<file path="config.mk">
export PLATFORM = sky130hd
export DESIGN_NAME = i2s_dac_bridge
export DESIGN_NICKNAME = d
export VERILOG_FILES = /design/src/rtl/i2s_dac_bridge.sv
export SDC_FILE = /design/constraint.sdc
export NUM_CORES = 1
export LEC_CHECK = 0
export BUFFER_PORTS_ARGS = -buffer_cell sky130_fd_sc_hd__clkbuf_2
export CAP_MARGIN = 20
export CORE_MARGIN = 8
export CORE_UTILIZATION = 45
export DETAILED_ROUTE_END_ITERATION = 8
export PLACE_DENSITY = 0.67
export SETUP_SLACK_MARGIN = 0.05
export SLEW_MARGIN = 20
export SYNTH_ARGS = -nofsm -noshare
export SYNTH_HDL_FRONTEND = slang
export SYNTH_SLANG_ARGS = --single-unit
</file>
<file path="constraint.sdc">
create_clock -name clk -period 3.7 [get_ports clk]
set_clock_uncertainty 0.05 [all_clocks]
set_input_delay 0.74 -clock clk [delete_from_list [all_inputs] [get_ports clk]]
set_output_delay 0.74 -clock clk [all_outputs]
set_load 0.1 [all_outputs]
</file>
<file path="src/rtl/i2s_dac_bridge.sv">
// rtl/i2s_dac_bridge.sv - I2S stereo receiver feeding a dual serial DAC over SPI
module i2s_dac_bridge #(
  parameter int               SAMPLE_W    = 24,
  parameter int               DAC_W       = 16,
  parameter int               CMD_W       = 8,
  parameter logic [CMD_W-1:0] ADDR_L      = 8'h08,
  parameter logic [CMD_W-1:0] ADDR_R      = 8'h09,
  parameter int               DITHER_EN   = 1,
  parameter int               DITHER_BITS = 4,
  parameter int               SCLK_DIV    = 2,
  parameter int               SYNC_GAP    = 4
) (
  input  logic clk,
  input  logic rstn,
  input  logic bck_i,
  input  logic lrck_i,
  input  logic data_i,
  output logic sclk_o,
  output logic sync_n_o,
  output logic sdo_o,
  output logic sample_valid_o,
  output logic overrun_o,
  output logic frame_err_o,
  output logic busy_o
);

  localparam int CNT_W  = $clog2(SAMPLE_W + 1);
  localparam int N_BITS = CMD_W + DAC_W;
  localparam int BIT_W  = $clog2(N_BITS);
  localparam int DIV_W  = (SCLK_DIV > 1) ? $clog2(SCLK_DIV) : 1;
  localparam int GAP_W  = (SYNC_GAP > 1) ? $clog2(SYNC_GAP) : 1;
  localparam logic [DAC_W-1:0] MID   = {1'b1, {(DAC_W-1){1'b0}}};
  localparam logic [DAC_W-1:0] S_MAX = {1'b0, {(DAC_W-1){1'b1}}};
  localparam logic [DAC_W-1:0] S_MIN = {1'b1, {(DAC_W-1){1'b0}}};

  typedef enum logic [1:0] {S_IDLE, S_SHIFT, S_GAP} tx_state_t;

  logic [1:0]       bck_sy, lrck_sy, data_sy;
  logic             bck_d, bck_rise;
  logic             lr_init, lrck_q, in_frame, cap_stb, cap_ch;
  logic [CNT_W-1:0] bit_cnt;
  logic [DAC_W-1:0] shreg;
  logic [15:0]      lfsr, lfsr_nx;
  logic [DITHER_BITS:0] d_new, d1;
  logic [DAC_W-1:0] s1, sat, code;
  logic [DAC_W:0]   sum;
  logic             st1, ch1;
  tx_state_t        state;
  logic [N_BITS-1:0] tx_sh;
  logic [DIV_W-1:0] div;
  logic [BIT_W-1:0] bitc;
  logic [GAP_W-1:0] gapc;
  logic [DAC_W-1:0] pend_l, pend_r;
  logic             vld_l, vld_r, ld_l, ld_r;

  assign bck_rise = bck_sy[1] & ~bck_d;

  // two-flop synchronizers on the asynchronous I2S pins plus bck edge history
  always_ff @(posedge clk) begin
    if (!rstn) begin
      bck_sy  <= '0;
      lrck_sy <= '0;
      data_sy <= '0;
      bck_d   <= 1'b0;
    end else begin
      bck_sy  <= {bck_sy[0], bck_i};
      lrck_sy <= {lrck_sy[0], lrck_i};
      data_sy <= {data_sy[0], data_i};
      bck_d   <= bck_sy[1];
    end
  end

  // I2S framing: the first rise only learns the lrck level, a level change opens a frame
  always_ff @(posedge clk) begin
    if (!rstn) begin
      lr_init     <= 1'b0;
      lrck_q      <= 1'b0;
      in_frame    <= 1'b0;
      bit_cnt     <= '0;
      shreg       <= '0;
      cap_stb     <= 1'b0;
      cap_ch      <= 1'b0;
      frame_err_o <= 1'b0;
    end else begin
      cap_stb     <= 1'b0;
      frame_err_o <= 1'b0;
      if (bck_rise) begin
        if (!lr_init) begin
          lr_init <= 1'b1;
          lrck_q  <= lrck_sy[1];
        end else if (lrck_sy[1] != lrck_q) begin
          lrck_q      <= lrck_sy[1];
          frame_err_o <= in_frame;
          in_frame    <= 1'b1;
          bit_cnt     <= '0;
          cap_ch      <= lrck_sy[1];
        end else if (in_frame) begin
          if (32'(bit_cnt) < DAC_W) shreg <= {shreg[DAC_W-2:0], data_sy[1]};
          if (32'(bit_cnt) == SAMPLE_W - 1) begin
            in_frame <= 1'b0;
            cap_stb  <= 1'b1;
          end else begin
            bit_cnt <= bit_cnt + 1'b1;
          end
        end
      end
    end
  end

  // next LFSR value and the signed difference of its low bits against the current value
  always_comb begin
    lfsr_nx = {1'b0, lfsr[15:1]};
    if (lfsr[0]) lfsr_nx = lfsr_nx ^ 16'hB400;
    d_new = {1'b0, lfsr_nx[DITHER_BITS-1:0]} - {1'b0, lfsr[DITHER_BITS-1:0]};
  end

  // conversion stage 1: truncate to DAC width and register the dither term
  always_ff @(posedge clk) begin
    if (!rstn) begin
      lfsr <= 16'hACE1;
      s1   <= '0;
      d1   <= '0;
      st1  <= 1'b0;
      ch1  <= 1'b0;
    end else begin
      st1 <= cap_stb;
      if (cap_stb) begin
        lfsr <= lfsr_nx;
        s1   <= shreg;
        ch1  <= cap_ch;
        d1   <= (DITHER_EN != 0) ? d_new : '0;
      end
    end
  end

  // conversion stage 2: add dither, saturate, flip MSB for offset binary
  always_comb begin
    sum = {s1[DAC_W-1], s1} + {{(DAC_W-DITHER_BITS){d1[DITHER_BITS]}}, d1};
    sat = sum[DAC_W-1:0];
    if (sum[DAC_W] != sum[DAC_W-1]) sat = sum[DAC_W] ? S_MIN : S_MAX;
    code = {~sat[DAC_W-1], sat[DAC_W-2:0]};
  end

  // left has priority when both pending words wait
  always_comb begin
    ld_l = (state == S_IDLE) && vld_l;
    ld_r = (state == S_IDLE) && !vld_l && vld_r;
  end

  // SPI transmitter and per-channel pending registers; a write after a load re-arms valid
  always_ff @(posedge clk) begin
    if (!rstn) begin
      state          <= S_IDLE;
      sclk_o         <= 1'b0;
      sync_n_o       <= 1'b1;
      sdo_o          <= 1'b0;
      busy_o         <= 1'b0;
      overrun_o      <= 1'b0;
      sample_valid_o <= 1'b0;
      tx_sh          <= '0;
      div            <= '0;
      bitc           <= '0;
      gapc           <= '0;
      pend_l         <= MID;
      pend_r         <= MID;
      vld_l          <= 1'b1;
      vld_r          <= 1'b1;
    end else begin
      sample_valid_o <= st1;
      case (state)
        S_IDLE: begin
          if (ld_l || ld_r) begin
            tx_sh    <= ld_l ? {ADDR_L, pend_l} : {ADDR_R, pend_r};
            if (ld_l) vld_l <= 1'b0;
            else      vld_r <= 1'b0;
            sync_n_o <= 1'b0;
            busy_o   <= 1'b1;
            div      <= '0;
            bitc     <= '0;
            state    <= S_SHIFT;
          end
        end
        S_SHIFT: begin
          if (32'(div) + 1 >= SCLK_DIV) begin
            div <= '0;
            if (!sclk_o) begin
              sclk_o <= 1'b1;
              sdo_o  <= tx_sh[N_BITS-1];
              tx_sh  <= {tx_sh[N_BITS-2:0], 1'b0};
            end else begin
              sclk_o <= 1'b0;
              if (32'(bitc) == N_BITS - 1) begin
                sync_n_o <= 1'b1;
                gapc     <= '0;
                state    <= S_GAP;
              end else begin
                bitc <= bitc + 1'b1;
              end
            end
          end else begin
            div <= div + 1'b1;
          end
        end
        S_GAP: begin
          if (32'(gapc) + 1 >= SYNC_GAP) begin
            busy_o <= 1'b0;
            sdo_o  <= 1'b0;
            state  <= S_IDLE;
          end else begin
            gapc <= gapc + 1'b1;
          end
        end
        default: state <= S_IDLE;
      endcase
      if (st1) begin
        if (!ch1) begin
          pend_l <= code;
          vld_l  <= 1'b1;
          if (vld_l && !ld_l) overrun_o <= 1'b1;
        end else begin
          pend_r <= code;
          vld_r  <= 1'b1;
          if (vld_r && !ld_r) overrun_o <= 1'b1;
        end
      end
    end
  end

endmodule
</file>
== Word level (Yosys, flattened, before mapping) ==
Cells that the tools add are included.

* Logic and storage cells: 164
* Input port bits: 5
* Output and inout bits: 7
* Register bits: 147

* Reduce and logical (&&, ||, !) cells: 34
* $add $sub $neg: 8
* Multiplexer cells: 60
* Bitwise operators: 10
* Order comparisons: 3
* Equality and inequality tests: 17

{| class="wikitable"
|+ Operator list
! operator !! number
|-
| $mux 24 || 3
|-
| $mux 16 || 3
|-
| $pmux 24 s2 || 1
|-
| $mux 5 || 7
|-
| $mux 1 || 29
|-
| $reduce_and 5->1 || 5
|-
| $mux 2 || 9
|-
| $add 16x5->17 || 1
|-
| $mux 17 || 1
|-
| $ne 2x2->1 const B || 8
|-
| $reduce_and 4->1 || 4
|-
| $reduce_and 2->1 || 6
|-
| $add 5x1->5 const B || 2
|-
| $eq 5x5->1 const B || 2
|-
| $pmux 5 s2 || 1
|-
| $reduce_bool 2->1 || 5
|-
| $reduce_and 3->1 || 3
|-
| $not 1->1 || 8
|-
| $pmux 1 s2 || 4
|-
| $ne 2x1->1 const B || 3
|-
| $pmux 2 s3 || 1
|-
| $logic_and 1x1->1 || 5
|-
| $lt 5x5->1 const B || 1
|-
| $reduce_or 5->1 || 1
|-
| other kinds (16) || 19
|}

== Longest topological paths before layout ==
* Depth after elaboration: 8
* Gate-level depth with buffers: 10
* Gate-level depth less buffers: 10

== Worst setup path before layout ==
No wires, ideal clock.

* Kind: register -> register
* From: register d1[4]
* To: register pend_l[2]
* Path buffers: 0
* Required time: 3.533 ns
* Slack: 1.116 ns
* Setup time: 0.117 ns
* Stages on the path, launching flop included: 8
* Data arrival time: 2.417 ns
* Period minus slack after synthesis: 2.584 ns
* Path through: dfxtp_1 -> ha_1 -> a21o_1 -> a2111oi_4 -> o211a_1 -> a221oi_4 -> maj3_2 -> a22o_1

* Word-level cells in the longest chain between the ends: 3
* Elaborated cells between the ends (all ways): 4
* Those cells by class: 1 x add/sub; 1 x eq/ne; 2 x mux

{| class="wikitable"
|+ RTL lines
! what !! line !! source
|-
| start, declared || 44 || <nowiki>logic [DITHER_BITS:0] d_new, d1;</nowiki>
|-
| start signal, assigned || 131 || <nowiki>d1 <= (DITHER_EN != 0) ? d_new : '0;</nowiki>
|-
| $add 16x5->17 * || 138 || <nowiki>sum = {s1[DAC_W-1], s1} + {{(DAC_W-DITHER_BITS){d1[DITHER_BITS]}}, d1};</nowiki>
|-
| $mux 16 / $ne 1x1->1 (equally long branches) || 140 || <nowiki>if (sum[DAC_W] != sum[DAC_W-1]) sat = sum[DAC_W] ? S_MIN : S_MAX;</nowiki>
|-
| $mux 16 * || 140 ||
|-
| end signal, assigned || 217 || <nowiki>pend_l <= code;</nowiki>
|-
| end, declared || 53 || <nowiki>logic [DAC_W-1:0] pend_l, pend_r;</nowiki>
|}

Mark *: on every way between the ends. The rest lies on a longest branch, timed or not.
A chain may end at the register's enable or synchronous reset.

== Final worst setup path ==
* From: register d1[4]
* To: register pend_l[13]

The elaborated chain is that of the path after synthesis.

==> run_results.csv <==
group,metric,value,unit
timing,hold_violations,0,
worst_setup_path,cp_top_family,"compound AO/OA/AOI/OAI gates",
timing,worst_hold_slack,385,ps
yosys,synthTopCellsByArea,"dfxtp_1 44%, mux2i_1 7.7%, nor2_1 5.8%, a21oi_1 5.1%, nand2_1 5.1%",
timing,fin_crit_sh,79.9,%
global_routing,grt.total_usage,13.8,%
worst_setup_path,regToRegSetupSlack,740,ps
yosys,post-synth-top-area-fraction,44.4,%
pwr,p_sw,0.000948,W
yosys,yosysTopAreaCell,"dfxtp_1",
floorplan,chipWidth,137,um
run_status,status,"finished, final reports clean",
yosys,syn_area,0.00662,mm^2
worst_setup_path,worst-path-max-fanout,13,
yosys,yosysWarnings,0,
timing,finalCriticalPeriod,2960,ps
routing,wl,12200,um
timing,drv_slew,0,
worst_setup_path,slowest_delay,630,ps
timing,setup_viol,0,
final_layout,drive_above_1_share,9.45,%
yosys,synthArstFlopShare,0,%
worst_setup_path,worstPathCellList,"ha_1 -> a21o_1 -> a2111oi_4 -> o211a_1 -> a221o_1 -> maj3_2 -> o21ai_1",
worst_setup_path,crit_cells,7,
floorplan,die_h,137,um
pwr,pwr-share-comb,10.6,%
yosys,synth-edff-count,0,
clocking,cts_num_sinks,147,
floorplan,die_area,0.0189,mm^2
yosys,syn_inst,745,
global_routing,antenna_found_initial,0,
routing,drtPass1Iterations,4,
final_layout,fin_util,50.7,%
pwr,p_clk_share,44.1,%
worst_setup_path,slowest_stage,"dfxtp_1",
routing,vias,4974,
timing,rsz0062_at_grt,"false",
pwr,ir_drop,0.319,mV
yosys,synth_seq_cells,147,
final_layout,num-fill-cells,1345,
placement,dp_hpwl,8480,um
final_layout,final_nets,768,
clocking,cts_made_buffers,17,
floorplan,fp.coreArea,0.0145,mm^2
hold_path,min_path_cells,1,
pwr,power.density,510,mW/mm^2
floorplan,fp-row-count,44,
worst_setup_path,crit_arrival,3190,ps
worst_setup_path,setup.worst_path.start,"d1[4]",
routing,ant_nets,0,
timing,fmax,338,MHz
routing,wl_per_cell,13.1,um
clocking,ctsRootBufferMaster,"clkbuf_16",
job,maxCapViolCount,0,
pwr,seq_power_share,45.4,%
timing,tightest_slew,1010,ps
worst_setup_path,endpoint,"pend_l[13]",
placement,numPortBuffers,11,
worst_setup_path,cp_num_buf_inv,0,
global_routing,grt_max_degree,66,
yosys,synth_fp_nets,775,
global_routing,grt_pass1_vias,4704,
yosys,yosysSeqAreaShare,44.4,%
routing,initialDrtViolationCount,260,
global_routing,grt_pass1_wl,21200,um
routing,viasPerCell,5.32,
worst_setup_path,cp-start-kind,"register",
final_layout,antennaDiodeCount,0,
worst_setup_path,crit_path_end_kind,"register",
clocking,htreeDepth,4,
clocking,cts_tree,"built",
timing,max_slew_margin,33.0,%
floorplan,pin_count,12,
yosys,syn_area_per_cell,8.89,um^2
yosys,ys_types,56,
clocking,hold_buffers,0,
clocking,clk_path_buf_depth,2,
hold_path,hp-class,"register to register",
timing,fin_tns_setup,0,ps
clocking,postCtsSetupRepairBufs,0,
clocking,clkLatencyLatePin,410,ps
final_layout,area_delta_synth_final,10.9,%
yosys,ys.flop_type,"dfxtp_1",
worst_setup_path,reg2reg_to,"pend_l[13]",
worst_setup_path,reg2reg_from,"d1[4]",
pwr,switching_share,25.3,%
global_routing,overflow,0,
routing,drc,0,
placement,gp_congestion,0.791,
pwr,cellInternalPower,0.00280,W
worst_setup_path,required,3940,ps
worst_setup_path,critPathKind,"register to register",
floorplan,initial_utilization,45.7,%
pwr,leakage,2.70,nW
clocking,cts_resized,0,
worst_setup_path,r2r_cells,7,
clocking,clk_pin_slew,60,ps
-- layer usage --
layer | track usage (%) | up-vias | wire [um]
met1 | 17.1 | 2366 | 5870
met2 | 22.6 | 43 | 6030
li1 | - | 2559 | -
met4 | 6.22 | 0 | 92
met5 | 0 | - | 0
met3 | 2.84 | 6 | 230
-- cells in the final DEF (no fill, tap or decap), types with 2 or more instances in the layout --
master	Yosys	final
clkinv_2	0	4
buf_4	1	5
and2_1	9	9
nand2b_1	4	4
clkbuf_1	31	4
clkinv_4	0	2
inv_1	17	17
fa_1	2	2
a211oi_1	19	19
a21o_1	4	4
maj3_2	15	15
a22o_1	12	12
xor2_1	8	8
ha_1	23	23
nor3_1	10	10
a221o_1	2	2
clkbuf_2	0	11
dfxtp_1	147	146
xnor2_2	2	2
nand2_1	90	90
a21oi_1	68	68
o21ai_0	17	17
nor2b_1	7	7
nand3b_1	3	3
nor2_1	103	103
nand3_1	10	10
o21ai_1	21	21
bufinv_16	0	2
nor4_1	2	2
mux2i_1	51	51
clkbuf_8	0	2
o211ai_1	5	5
nand4_1	4	4
xnor2_1	19	19
a31oi_1	2	2
clkbuf_16	0	17
a21oi_2	2	2
o21a_1	4	4
-- how the worst min path moves through the flow --
stage | start | endpoint | slack (ps)
finish | bck_sy[0] | bck_sy[1] | 390
global route | bck_sy[0] | bck_sy[1] | 390
CTS | bck_sy[0] | bck_sy[1] | 390
detailed placement | bck_sy[0] | bck_sy[1] | 370
global placement | bck_sy[0] | bck_sy[1] | 370
floorplan | bck_sy[0] | bck_sy[1] | 360
-- sequential cells by signal (all words and copies together), names as in the netlist, 2 cells and up --
signal and flops:
gapc 2, shreg 16, state 2, pend_l 16, tx_sh 24, bit_cnt 5
s1 16, lfsr 16, pend_r 16, bitc 5, bck_sy 2, d1 5
data_sy 2, lrck_sy 2
-- per-stage QoR --
| stage | instances | instance area, um^2 | setup slack, ps | power (W) |
|---|---|---|---|---|
| 2_1_floorplan | 745 | 6620 | 1120 | 0.00207 |
| 3_3_place_gp | 903 | 6770 | 796 | 0.00212 |
| 3_5_place_dp | 903 | 6770 | 745 | 0.00213 |
| 4_1_cts | 935 | 7340 | 731 | 0.00379 |
| 5_1_grt | 935 | 7340 | 556 | 0.00392 |
| 6_report | 935 | 7340 | 744 | 0.00374 |
-- layout make-up --
class                   instances  area [um^2]  share of cell area, %
clock buffers                  23          468                   6.37
well taps                     184          230                   3.14
flip-flops and latches        147         2950                   40.1
multi-input cells             538         3430                   46.8
inverters                      18         67.6                  0.920
clock inverters                 9          105                   1.43
repair buffers                 16         92.6                   1.26
-- worst reg2reg max path: stages (launching register included) --
cell and delay [ps]:
dfxtp_1 630, ha_1 390, a21o_1 240, a2111oi_4 460
o211a_1 280, a221o_1 440, maj3_2 300, o21ai_1 60
-- cells by family after synthesis --
kind of cell / Yosys count / share of synthesized area [%]
AO/OA/AOI/OAI: 168 / 16.3
XOR/XNOR: 29 / 4.06
adder cells (fa/ha/maj): 40 / 7.50
buffers and inverters: 60 / 3.74
flip-flops: 147 / 44.4
multiplexers: 52 / 7.88
AND/OR/NAND/NOR: 249 / 16.1
-- cell usage after synthesis (3+ instances only) --
cell / count
dfxtp_1: 147
nor2_1: 103
nand2_1: 90
a21oi_1: 68
mux2i_1: 51
clkbuf_1: 31
ha_1: 23
o21ai_1: 21
a211oi_1: 19
xnor2_1: 19
inv_1: 17
o21ai_0: 17
maj3_2: 15
a22o_1: 12
nand3_1: 10
nor3_1: 10
and2_1: 9
xor2_1: 8
nor2b_1: 7
buf_1: 5
o211ai_1: 5
a21o_1: 4
nand2b_1: 4
nand4_1: 4
o21a_1: 4
buf_2: 3
nand3b_1: 3
-- power by group through the flow --
| stage | registers [W] | clock network (W) | logic (W) |
|---|---|---|---|
| 2_1_floorplan | 0.00175 | 0 | 0.000316 |
| 3_3_place_gp | 0.00173 | 0 | 0.000388 |
| 3_5_place_dp | 0.00173 | 0 | 0.000399 |
| 4_1_cts | 0.00170 | 0.00169 | 0.000402 |
| 5_1_grt | 0.00171 | 0.00176 | 0.000443 |
| 6_report | 0.00170 | 0.00165 | 0.000396 |
No activity file was read; power rests on OpenSTA's default activity.
